--- src/rtl/nubus_host_master_if.sv ---
// Host request port plus split NuBus pins (_i/_o/_oe, active-low values) for nubus_host_master.
// The master modport is the initiator's view; slave is the view of whatever sits across from it.
interface nubus_host_master_if;
    logic        host_valid;
    logic        host_write;
    logic [31:0] host_addr;
    logic [31:0] host_wdata;
    logic        host_ready;
    logic [31:0] host_rdata;
    logic [1:0]  host_status;

    logic [31:0] nub_adn_i;
    logic [31:0] nub_adn_o;
    logic        nub_adn_oe;
    logic        nub_startn_i;
    logic        nub_startn_o;
    logic        nub_startn_oe;
    logic        nub_ackn_i;
    logic        nub_rqstn_i;
    logic        nub_rqstn_o;
    logic        nub_rqstn_oe;
    logic        nub_tm1n_i;
    logic        nub_tm1n_o;
    logic        nub_tm0n_i;
    logic        nub_tm0n_o;
    logic        nub_tmoe;
    logic [3:0]  nub_arbn_i;
    logic [3:0]  nub_arbn_o;
    logic        nub_spn_o;
    logic        nub_spvn_o;
    logic        nub_spoe;

    modport master (
        input  host_valid, host_write, host_addr, host_wdata,
        output host_ready, host_rdata, host_status,
        input  nub_adn_i, nub_startn_i, nub_ackn_i, nub_rqstn_i,
        input  nub_tm1n_i, nub_tm0n_i, nub_arbn_i,
        output nub_adn_o, nub_adn_oe, nub_startn_o, nub_startn_oe,
        output nub_rqstn_o, nub_rqstn_oe, nub_tm1n_o, nub_tm0n_o, nub_tmoe,
        output nub_arbn_o, nub_spn_o, nub_spvn_o, nub_spoe
    );

    modport slave (
        output host_valid, host_write, host_addr, host_wdata,
        input  host_ready, host_rdata, host_status,
        output nub_adn_i, nub_startn_i, nub_ackn_i, nub_rqstn_i,
        output nub_tm1n_i, nub_tm0n_i, nub_arbn_i,
        input  nub_adn_o, nub_adn_oe, nub_startn_o, nub_startn_oe,
        input  nub_rqstn_o, nub_rqstn_oe, nub_tm1n_o, nub_tm0n_o, nub_tmoe,
        input  nub_arbn_o, nub_spn_o, nub_spvn_o, nub_spoe
    );
endinterface

--- src/rtl/nubus_host_master.sv ---
// Motherboard-side NuBus initiator: runs one single-word read or write per host request
// through arbitration, address cycle, ack wait and status capture.
module nubus_host_master #(
    parameter logic [3:0] ARB_ID         = 4'hF,
    parameter int         WDT_W          = 8,
    parameter bit         NON_ECC_PARITY = 1'b1
) (
    input  logic                  nub_clk,
    input  logic                  nub_reset,
    nubus_host_master_if.master   bus
);
    typedef enum logic [2:0] {IDLE, ARB, ADDR, DATA, DONE} state_t;

    localparam logic [WDT_W-1:0] WDT_LAST = {{(WDT_W-1){1'b1}}, 1'b0};
    localparam logic [WDT_W-1:0] WDT_ONE  = {{(WDT_W-1){1'b0}}, 1'b1};
    localparam logic             SPVN_DRV = !NON_ECC_PARITY;

    state_t            state;
    logic              match;
    logic [31:0]       addr_q;
    logic [31:0]       wdata_q;
    logic              write_q;
    logic [WDT_W-1:0]  wdt;
    logic [3:0]        arb_drive;
    logic              higher_ok;
    logic              unused_rqstn;

    assign unused_rqstn = bus.nub_rqstn_i;

    function automatic logic sp_of(input logic [31:0] ad);
        return NON_ECC_PARITY ? ~^ad : 1'b1;
    endfunction

    // Arbitration contest: drive our ID bit only while no higher-priority bit we lack is asserted.
    always_comb begin
        arb_drive = 4'hF;
        higher_ok = 1'b1;
        if (state == ARB) begin
            for (int i = 0; i < 4; i++) begin
                higher_ok = 1'b1;
                for (int j = i + 1; j < 4; j++) begin
                    higher_ok = higher_ok & (ARB_ID[j] | bus.nub_arbn_i[j]);
                end
                arb_drive[i] = ~(ARB_ID[i] & higher_ok);
            end
        end else begin
            arb_drive = 4'hF;
        end
    end

    assign bus.nub_arbn_o = arb_drive;

    // Transaction sequencer with all bus and host outputs registered.
    always_ff @(posedge nub_clk or posedge nub_reset) begin
        if (nub_reset) begin
            state             <= IDLE;
            match             <= 1'b0;
            addr_q            <= 32'h0000_0000;
            wdata_q           <= 32'h0000_0000;
            write_q           <= 1'b0;
            wdt               <= '0;
            bus.host_ready    <= 1'b0;
            bus.host_rdata    <= 32'h0000_0000;
            bus.host_status   <= 2'd0;
            bus.nub_adn_o     <= 32'hFFFF_FFFF;
            bus.nub_adn_oe    <= 1'b0;
            bus.nub_startn_o  <= 1'b1;
            bus.nub_startn_oe <= 1'b0;
            bus.nub_rqstn_o   <= 1'b1;
            bus.nub_rqstn_oe  <= 1'b0;
            bus.nub_tm1n_o    <= 1'b1;
            bus.nub_tm0n_o    <= 1'b1;
            bus.nub_tmoe      <= 1'b0;
            bus.nub_spn_o     <= 1'b1;
            bus.nub_spvn_o    <= 1'b1;
            bus.nub_spoe      <= 1'b0;
        end else begin
            case (state)
                IDLE: begin
                    if (bus.host_valid) begin
                        addr_q           <= bus.host_addr;
                        wdata_q          <= bus.host_wdata;
                        write_q          <= bus.host_write;
                        match            <= 1'b0;
                        bus.nub_rqstn_o  <= 1'b0;
                        bus.nub_rqstn_oe <= 1'b1;
                        state            <= ARB;
                    end
                end
                ARB: begin
                    // Grant needs two consecutive winning samples; the second also needs an idle bus.
                    if (~bus.nub_arbn_i == ARB_ID) begin
                        if (match && bus.nub_startn_i && bus.nub_ackn_i) begin
                            match             <= 1'b0;
                            bus.nub_rqstn_o   <= 1'b1;
                            bus.nub_rqstn_oe  <= 1'b0;
                            bus.nub_startn_o  <= 1'b0;
                            bus.nub_startn_oe <= 1'b1;
                            bus.nub_adn_o     <= ~addr_q;
                            bus.nub_adn_oe    <= 1'b1;
                            bus.nub_spn_o     <= sp_of(~addr_q);
                            bus.nub_spvn_o    <= SPVN_DRV;
                            bus.nub_spoe      <= NON_ECC_PARITY;
                            bus.nub_tm1n_o    <= ~write_q;
                            bus.nub_tm0n_o    <= 1'b1;
                            bus.nub_tmoe      <= 1'b1;
                            state             <= ADDR;
                        end else begin
                            match <= 1'b1;
                        end
                    end else begin
                        match <= 1'b0;
                    end
                end
                ADDR: begin
                    wdt               <= '0;
                    bus.nub_startn_o  <= 1'b1;
                    bus.nub_startn_oe <= 1'b0;
                    bus.nub_tm1n_o    <= 1'b1;
                    bus.nub_tm0n_o    <= 1'b1;
                    bus.nub_tmoe      <= 1'b0;
                    if (write_q) begin
                        bus.nub_adn_o  <= ~wdata_q;
                        bus.nub_adn_oe <= 1'b1;
                        bus.nub_spn_o  <= sp_of(~wdata_q);
                        bus.nub_spvn_o <= SPVN_DRV;
                        bus.nub_spoe   <= NON_ECC_PARITY;
                    end else begin
                        bus.nub_adn_o  <= 32'hFFFF_FFFF;
                        bus.nub_adn_oe <= 1'b0;
                        bus.nub_spn_o  <= 1'b1;
                        bus.nub_spvn_o <= 1'b1;
                        bus.nub_spoe   <= 1'b0;
                    end
                    state <= DATA;
                end
                DATA: begin
                    // Ack is checked before the watchdog so a same-edge ack still reports its status.
                    if (!bus.nub_ackn_i || (wdt == WDT_LAST)) begin
                        if (!bus.nub_ackn_i) begin
                            if (!write_q) begin
                                bus.host_rdata <= ~bus.nub_adn_i;
                            end
                            bus.host_status <= {bus.nub_tm1n_i, bus.nub_tm0n_i};
                        end else begin
                            bus.host_status <= 2'd2;
                        end
                        bus.host_ready <= 1'b1;
                        bus.nub_adn_o  <= 32'hFFFF_FFFF;
                        bus.nub_adn_oe <= 1'b0;
                        bus.nub_spn_o  <= 1'b1;
                        bus.nub_spvn_o <= 1'b1;
                        bus.nub_spoe   <= 1'b0;
                        state          <= DONE;
                    end else begin
                        wdt <= wdt + WDT_ONE;
                    end
                end
                DONE: begin
                    bus.host_ready <= 1'b0;
                    state          <= IDLE;
                end
                default: begin
                    state <= IDLE;
                end
            endcase
        end
    end
endmodule

--- src/flat_wrapper.sv ---
// flat-port wrapper written by rule: the top's interface ports become plain ports
module nubus_host_master_flat 
#(
    parameter logic [3:0] ARB_ID         = 4'hF,
    parameter int         WDT_W          = 8,
    parameter bit         NON_ECC_PARITY = 1'b1
)
  (nub_clk, nub_reset, bus_host_valid, bus_host_write, bus_host_addr, bus_host_wdata, bus_host_ready, bus_host_rdata, bus_host_status, bus_nub_adn_i, bus_nub_startn_i, bus_nub_ackn_i, bus_nub_rqstn_i, bus_nub_tm1n_i, bus_nub_tm0n_i, bus_nub_arbn_i, bus_nub_adn_o, bus_nub_adn_oe, bus_nub_startn_o, bus_nub_startn_oe, bus_nub_rqstn_o, bus_nub_rqstn_oe, bus_nub_tm1n_o, bus_nub_tm0n_o, bus_nub_tmoe, bus_nub_arbn_o, bus_nub_spn_o, bus_nub_spvn_o, bus_nub_spoe);
  nubus_host_master_if bus_i ();
  input  logic nub_clk;
  input  logic nub_reset;
  input wire logic [$bits(bus_i.host_valid)-1:0] bus_host_valid;
  input wire logic [$bits(bus_i.host_write)-1:0] bus_host_write;
  input wire logic [$bits(bus_i.host_addr)-1:0] bus_host_addr;
  input wire logic [$bits(bus_i.host_wdata)-1:0] bus_host_wdata;
  output wire logic [$bits(bus_i.host_ready)-1:0] bus_host_ready;
  output wire logic [$bits(bus_i.host_rdata)-1:0] bus_host_rdata;
  output wire logic [$bits(bus_i.host_status)-1:0] bus_host_status;
  input wire logic [$bits(bus_i.nub_adn_i)-1:0] bus_nub_adn_i;
  input wire logic [$bits(bus_i.nub_startn_i)-1:0] bus_nub_startn_i;
  input wire logic [$bits(bus_i.nub_ackn_i)-1:0] bus_nub_ackn_i;
  input wire logic [$bits(bus_i.nub_rqstn_i)-1:0] bus_nub_rqstn_i;
  input wire logic [$bits(bus_i.nub_tm1n_i)-1:0] bus_nub_tm1n_i;
  input wire logic [$bits(bus_i.nub_tm0n_i)-1:0] bus_nub_tm0n_i;
  input wire logic [$bits(bus_i.nub_arbn_i)-1:0] bus_nub_arbn_i;
  output wire logic [$bits(bus_i.nub_adn_o)-1:0] bus_nub_adn_o;
  output wire logic [$bits(bus_i.nub_adn_oe)-1:0] bus_nub_adn_oe;
  output wire logic [$bits(bus_i.nub_startn_o)-1:0] bus_nub_startn_o;
  output wire logic [$bits(bus_i.nub_startn_oe)-1:0] bus_nub_startn_oe;
  output wire logic [$bits(bus_i.nub_rqstn_o)-1:0] bus_nub_rqstn_o;
  output wire logic [$bits(bus_i.nub_rqstn_oe)-1:0] bus_nub_rqstn_oe;
  output wire logic [$bits(bus_i.nub_tm1n_o)-1:0] bus_nub_tm1n_o;
  output wire logic [$bits(bus_i.nub_tm0n_o)-1:0] bus_nub_tm0n_o;
  output wire logic [$bits(bus_i.nub_tmoe)-1:0] bus_nub_tmoe;
  output wire logic [$bits(bus_i.nub_arbn_o)-1:0] bus_nub_arbn_o;
  output wire logic [$bits(bus_i.nub_spn_o)-1:0] bus_nub_spn_o;
  output wire logic [$bits(bus_i.nub_spvn_o)-1:0] bus_nub_spvn_o;
  output wire logic [$bits(bus_i.nub_spoe)-1:0] bus_nub_spoe;
  assign bus_i.host_valid = bus_host_valid;
  assign bus_i.host_write = bus_host_write;
  assign bus_i.host_addr = bus_host_addr;
  assign bus_i.host_wdata = bus_host_wdata;
  assign bus_host_ready = bus_i.host_ready;
  assign bus_host_rdata = bus_i.host_rdata;
  assign bus_host_status = bus_i.host_status;
  assign bus_i.nub_adn_i = bus_nub_adn_i;
  assign bus_i.nub_startn_i = bus_nub_startn_i;
  assign bus_i.nub_ackn_i = bus_nub_ackn_i;
  assign bus_i.nub_rqstn_i = bus_nub_rqstn_i;
  assign bus_i.nub_tm1n_i = bus_nub_tm1n_i;
  assign bus_i.nub_tm0n_i = bus_nub_tm0n_i;
  assign bus_i.nub_arbn_i = bus_nub_arbn_i;
  assign bus_nub_adn_o = bus_i.nub_adn_o;
  assign bus_nub_adn_oe = bus_i.nub_adn_oe;
  assign bus_nub_startn_o = bus_i.nub_startn_o;
  assign bus_nub_startn_oe = bus_i.nub_startn_oe;
  assign bus_nub_rqstn_o = bus_i.nub_rqstn_o;
  assign bus_nub_rqstn_oe = bus_i.nub_rqstn_oe;
  assign bus_nub_tm1n_o = bus_i.nub_tm1n_o;
  assign bus_nub_tm0n_o = bus_i.nub_tm0n_o;
  assign bus_nub_tmoe = bus_i.nub_tmoe;
  assign bus_nub_arbn_o = bus_i.nub_arbn_o;
  assign bus_nub_spn_o = bus_i.nub_spn_o;
  assign bus_nub_spvn_o = bus_i.nub_spvn_o;
  assign bus_nub_spoe = bus_i.nub_spoe;
  nubus_host_master #(.ARB_ID(ARB_ID), .WDT_W(WDT_W), .NON_ECC_PARITY(NON_ECC_PARITY)) u_core (.nub_clk(nub_clk), .nub_reset(nub_reset), .bus(bus_i));
endmodule
--- config.mk ---
export PLATFORM = sky130hd
export DESIGN_NAME = nubus_host_master_flat
export DESIGN_NICKNAME = d
export VERILOG_FILES = /design/src/rtl/nubus_host_master_if.sv /design/src/rtl/nubus_host_master.sv /design/src/flat_wrapper.sv
export SDC_FILE = /design/constraint.sdc
export NUM_CORES = 1
export LEC_CHECK = 0
export BUFFER_PORTS_ARGS = -buffer_cell sky130_fd_sc_hd__buf_2
export CORE_ASPECT_RATIO = 1.2
export CORE_MARGIN = 3
export CORE_UTILIZATION = 24
export CTS_BUF_LIST = sky130_fd_sc_hd__clkbuf_4 sky130_fd_sc_hd__clkbuf_8 sky130_fd_sc_hd__clkbuf_16
export DETAILED_ROUTE_END_ITERATION = 8
export HOLD_SLACK_MARGIN = 0.12
export PLACE_DENSITY_LB_ADDON = 0.2
export SETUP_SLACK_MARGIN = 0.5
export SKIP_CTS_REPAIR_TIMING = 1
export SLEW_MARGIN = 15
export SYNTH_ARGS = -nofsm -noshare
export SYNTH_HDL_FRONTEND = slang
export SYNTH_SLANG_ARGS = --single-unit
--- constraint.sdc ---
create_clock -name nub_clk -period 5.7 [get_ports nub_clk]
set_clock_uncertainty 0.05 [all_clocks]
set_input_delay 0.57 -clock nub_clk [delete_from_list [all_inputs] [get_ports nub_clk]]
set_output_delay 0.57 -clock nub_clk [all_outputs]
set_load 0.02 [all_outputs]
Yosys cells after proc, flatten, opt, wreduce, memory -nomap -nowiden
Cells that the tools add are included.
Widths: inputs -> output; s select.
Storage, ports and cells
  bits in registers: 153
  output and inout port bits: 82
Cells by class
  $add $sub $neg: 1
  equality and inequality tests: 11
  muxes and demuxes: 42
  bitwise logic cells: 6
  reduce and logical (&&, ||, !) cells: 22
Operators by type and width (number)
  $mux 32: 4
  $not 32->32: 3
  $pmux 32 s3: 1
  $reduce_xnor 32->1: 2
  $mux 1: 17
  $pmux 1 s2: 8
  $pmux 8 s2: 1
  $reduce_and 4->1: 4
  $mux 3: 4
  $pmux 3 s4: 1
  $reduce_and 2->1: 5
  $pmux 1 s3: 3
  $add 8x1->8 const B: 1
  $eq 8x8->1 const B: 1
  $mux 8: 1
  $ne 2x2->1 const B: 4
  $reduce_bool 2->1: 4
  $eq 3x2->1 const B: 2
  $eq 4x4->1 const B: 1
  $mux 4: 1
  $not 4->4: 1
  $eq 3x1->1 const B: 1
  $eq 3x3->1 const B: 1
  $logic_not 3->1: 1
  other kinds (8): 10

Depth between registers and ports, before layout
  depth after elaboration: 5
  depth in mapped cells: 11

Worst setup path after synthesis
OpenSTA, ideal clock, no wires.
  path kind: input to register
  start: input bus_nub_arbn_i[1]
  end: register u_core.bus.nub_adn_o[10]
  arrival time: 1.874 ns
  data required time: 5.573 ns
  slack: 3.700 ns
  stages on the path: 8
  path through: nor4_2 -> nand4_1 -> nor2_1 -> nand2_1 -> a21o_1 -> buf_6 -> buf_2 -> a21o_1
On the way
  longest elaborated chain between the ends: 4
RTL lines
  from (decl): RTL line flat_wrapper.sv:25  | input wire logic [$bits(bus_i.nub_arbn_i)-1:0] bus_nub_arbn_i;
  $not 4->4: RTL line nubus_host_master.sv:92  | if (~bus.nub_arbn_i == ARB_ID) begin
  $eq 4x4->1: RTL line nubus_host_master.sv:92
  $ne 2x2->1 (no line)
  $reduce_and 4->1 (no line)
  to (signal assigned): RTL line nubus_host_master.sv:99  | bus.nub_adn_o <= ~addr_q;
  to (signal assigned): RTL line nubus_host_master.sv:123  | bus.nub_adn_o <= ~wdata_q;
  to (decl): RTL line nubus_host_master_if.sv:38  | output nub_adn_o, nub_adn_oe, nub_startn_o, nub_startn_oe,
No other way between the ends.
A chain may end at the register's enable or synchronous reset.

Final worst setup path
  start: register u_core.wdt[0]
  end: register u_core.bus.nub_adn_o[28]
On the way
  longest elaborated chain between the ends: 4
RTL lines
  from (decl): RTL line nubus_host_master.sv:23  | logic [WDT_W-1:0] wdt;
  from (signal assigned): RTL line nubus_host_master.sv:156  | wdt <= wdt + WDT_ONE;
  $eq 8x8->1: RTL line nubus_host_master.sv:139  | if (!bus.nub_ackn_i || (wdt == WDT_LAST)) begin
  $logic_or 1x1->1: RTL line nubus_host_master.sv:139
  $ne 2x1->1 (no line)
  $reduce_and 4->1 (no line)
No other way between the ends.

==> results.ini <==
[outcome]
outcome = finished clean

[critical_path]
crit_path_frequent_cell = nand2_1
crit_arrival_ns = 2.79
slowest_stage = a21o_4
path_class = reg2reg
cp_data_required_time_ns = 6.00
start_kind = flop
critPathCaptureType = flop
cp_num_buf_inv = 1
critPathMaxFanout = 67
crit_chain = inv_1, ha_1, nand3_1, o21a_1, nand2_1, nand2_1, a21o_4, a221oi_1, a21o_1
cpLargestDelayFamily = compound AO/OA/AOI/OAI gates
slowest_delay_ns = 0.74

[die]
start_util_pct = 24.5
die-area_mm2 = 0.0307
dieHeight_um = 191
die_x_um = 161
core_mm2 = 0.0281
num_io_pins = 191
num_rows = 67

[drt]
dr.pass1.iters = 4
first_iter_violations = 142
ant_nets = 0
drt-wirelength-per-cell_um = 16.1
via_per_inst = 4.32
wl_um = 17900
dr_total_vias = 4813
drc = 0

[power]
cell_internal_pwr_uw = 3100
p_sw_share_pct = 34.8
leakage_uw = 0.00414
pwr-share-comb_pct = 39.5
p_clk_share_pct = 24.7
powerDensity_mw_per_mm2 = 543
switchingPower_uw = 1660
vdd_drop_max_v = 0.000248
power.share.sequential_pct = 35.7

[grt]
overflow = 0
grt_pass1_wl_um = 28900
track_usage_pct = 12.1
antenna_found_initial = 2
grt_pass1_vias = 5133
grt_max_degree = 98

[synth]
ys.flop_type = dfrtp_1
syn_area_mm2 = 0.00688
yosysSeqAreaShare_pct = 56.0
synth_seq_cells = 152
synth.avg_cell_area_um2 = 12.6
syn_inst = 547
yosys_warnings = 0
synth_edf_count = 0
syn_nets = 658
ys_types = 41
async_flop_share_pct = 100

[cells_and_area]
fin_util_pct = 31.2
nets = 832
layout-drive-gt1-share_pct = 48.6
multi_input_comb_area_mm2 = 0.00283
regArea_mm2 = 0.00385
n_antenna_cell = 0
area_growth_pct = 27.4
n_fill_cell = 2927
stdcell_area_mm2 = 0.00876

[cts]
cts_buffers = 17
ctsRootBufferMaster = clkbuf_16
cts_sinks = 152
htree_levels = 4
clkLatencyLatePin_ns = 0.43
cts_tree = yes
cts_buffer_depth = 2
path_clk_slew_ns = 0.06

[timing]
setup_viol = 0
tns_ns = 0
max_freq_mhz = 401
final-hold-violation-count = 0
post-route-min-period_ns = 2.49
final.period_utilization_pct = 43.7
rsz0062_at_grt = no
report.final.slew_viol_count = 0
worst_slew_pin_slew_ns = 0.941
slew_headroom_pct = 37.2
hold-worst-slack_ns = 0.262

[min_path]
worstHoldPathType = in2async

[place]
dpl_cell_area_mm2 = 0.00815
port_buffers = 188
gp_congestion = 0.705
hpwl_um = 12100

[run]
drv_cap = 0

==> worst reg2reg max path: cells and delay by family (launching register included) <==
family	cells	cell delay [ns]
buffers and inverters	1	0.08
flip-flops	1	0.41
AO/OA/AOI/OAI	4	1.36
AND/OR/NAND/NOR	3	0.33
adder cells (fa/ha/maj)	1	0.20
==> per-stage QoR <==
stage	worst slack, ns	power, uW	std cells
floorplan	1.05	3150	547
global placement	3.00	3690	1081
detailed placement	3.04	3690	1081
CTS	3.14	4910	1113
global route	2.91	5140	1113
finish	3.21	4750	1113
==> metal layers <==
metal  global-route usage (%)  part of all wire [%]
met3                     4.38                   7.2
met2                     19.2                    46
met1                     15.6                    46
met5                        0                 0.039
met4                     3.51                   1.1
==> power by group through the flow <==
stage / sequential (uW) / clock [uW] / combinational (uW)
after floorplan: 1680 / 0 / 1470
after global placement: 1720 / 0 / 1970
after detailed placement: 1720 / 0 / 1970
after CTS: 1710 / 1230 / 1970
after global routing: 1750 / 1280 / 2110
final: 1700 / 1180 / 1880
==> state kept, by name, indices dropped and copies added, names as in the netlist <==
register / flops
u_core.bus.nub_spvn_o: 1
u_core.bus.nub_rqstn_oe: 1
u_core.wdt: 8
u_core.addr_q: 32
u_core.state: 3
u_core.write_q: 1
u_core.bus.nub_spn_o: 1
u_core.bus.nub_spoe: 1
u_core.bus.nub_startn_o: 1
u_core.bus.nub_rqstn_o: 1
u_core.wdata_q: 32
u_core.match: 1
u_core.bus.host_rdata: 32
u_core.bus.host_ready: 1
u_core.bus.nub_adn_o: 32
u_core.bus.host_status: 2
u_core.bus.nub_tmoe: 1
u_core.bus.nub_tm1n_o: 1
==> logic make-up after synthesis <==
group	synth area share, %
flip-flops	56.0
AO/OA/AOI/OAI	15.6
AND/OR/NAND/NOR	5.95
multiplexers	10.8
XOR/XNOR	7.90
buffers and inverters	3.33
adder cells (fa/ha/maj)	0.364
other	0.0545
==> worst paths after layout <==
check / startpoint / endpoint / slack, ns / cells past startpoint
worst max-delay path: u_core.wdt[0] / u_core.bus.nub_adn_o[28] / 3.21 / 9
worst max register to register: u_core.wdt[0] / u_core.bus.nub_adn_o[28] / 3.21 / 9
worst min register to register: u_core.bus.nub_spvn_o / u_core.bus.nub_spvn_o / 0.42 / 2
min in group nub_clk: bus_nub_adn_i[20] / u_core.bus.host_rdata[20] / 0.26 / 2
worst min-delay path: nub_reset / u_core.bus.host_rdata[10] / 0.26 / 2
max in group asynchronous: nub_reset / u_core.bus.host_rdata[23] / 3.96 / 3
==> placed cells by master (no fill, tap or decap), types with 2 or more instances in the layout <==
master,n
dfrtp_1,115
nand3_1,5
o21ai_1,24
mux2_2,57
xnor2_1,56
a22o_1,7
buf_2,188
ha_1,2
o21ai_0,21
mux2_1,9
dfstp_2,37
clkinv_2,6
clkbuf_8,2
a21o_1,33
a21oi_1,4
nor3_1,2
buf_4,5
xor2_1,6
nor2_1,18
bufinv_16,3
clkbuf_16,17
nand4_1,4
inv_1,5
a221oi_2,29
a221oi_1,3
nand2_1,53
clkbuf_4,3
==> synth_stat cells (9+ instances only) <==
cell,number,area [um^2]
mux2_2,57,642
clkbuf_1,9,33.8
o21ai_1,24,120
xnor2_1,56,490
dfstp_2,37,972
a221oi_2,29,435
buf_4,11,82.6
a21o_1,34,255
nor2_1,18,67.6
o21ai_0,21,105
buf_2,12,60.1
nand2_1,54,203
dfrtp_1,115,2880
mux2_1,9,101
==> cell type report <==
| class | count | share of cell area, % |
|---|---|---|
| flip-flops and latches | 152 | 44.0 |
| well taps | 379 | 5.41 |
| clock inverters | 10 | 1.46 |
| clock buffers | 22 | 5.43 |
| repair buffers | 193 | 11.2 |
| inverters | 6 | 0.314 |
| multi-input cells | 351 | 32.3 |
Power figures use the tool's default switching activity.
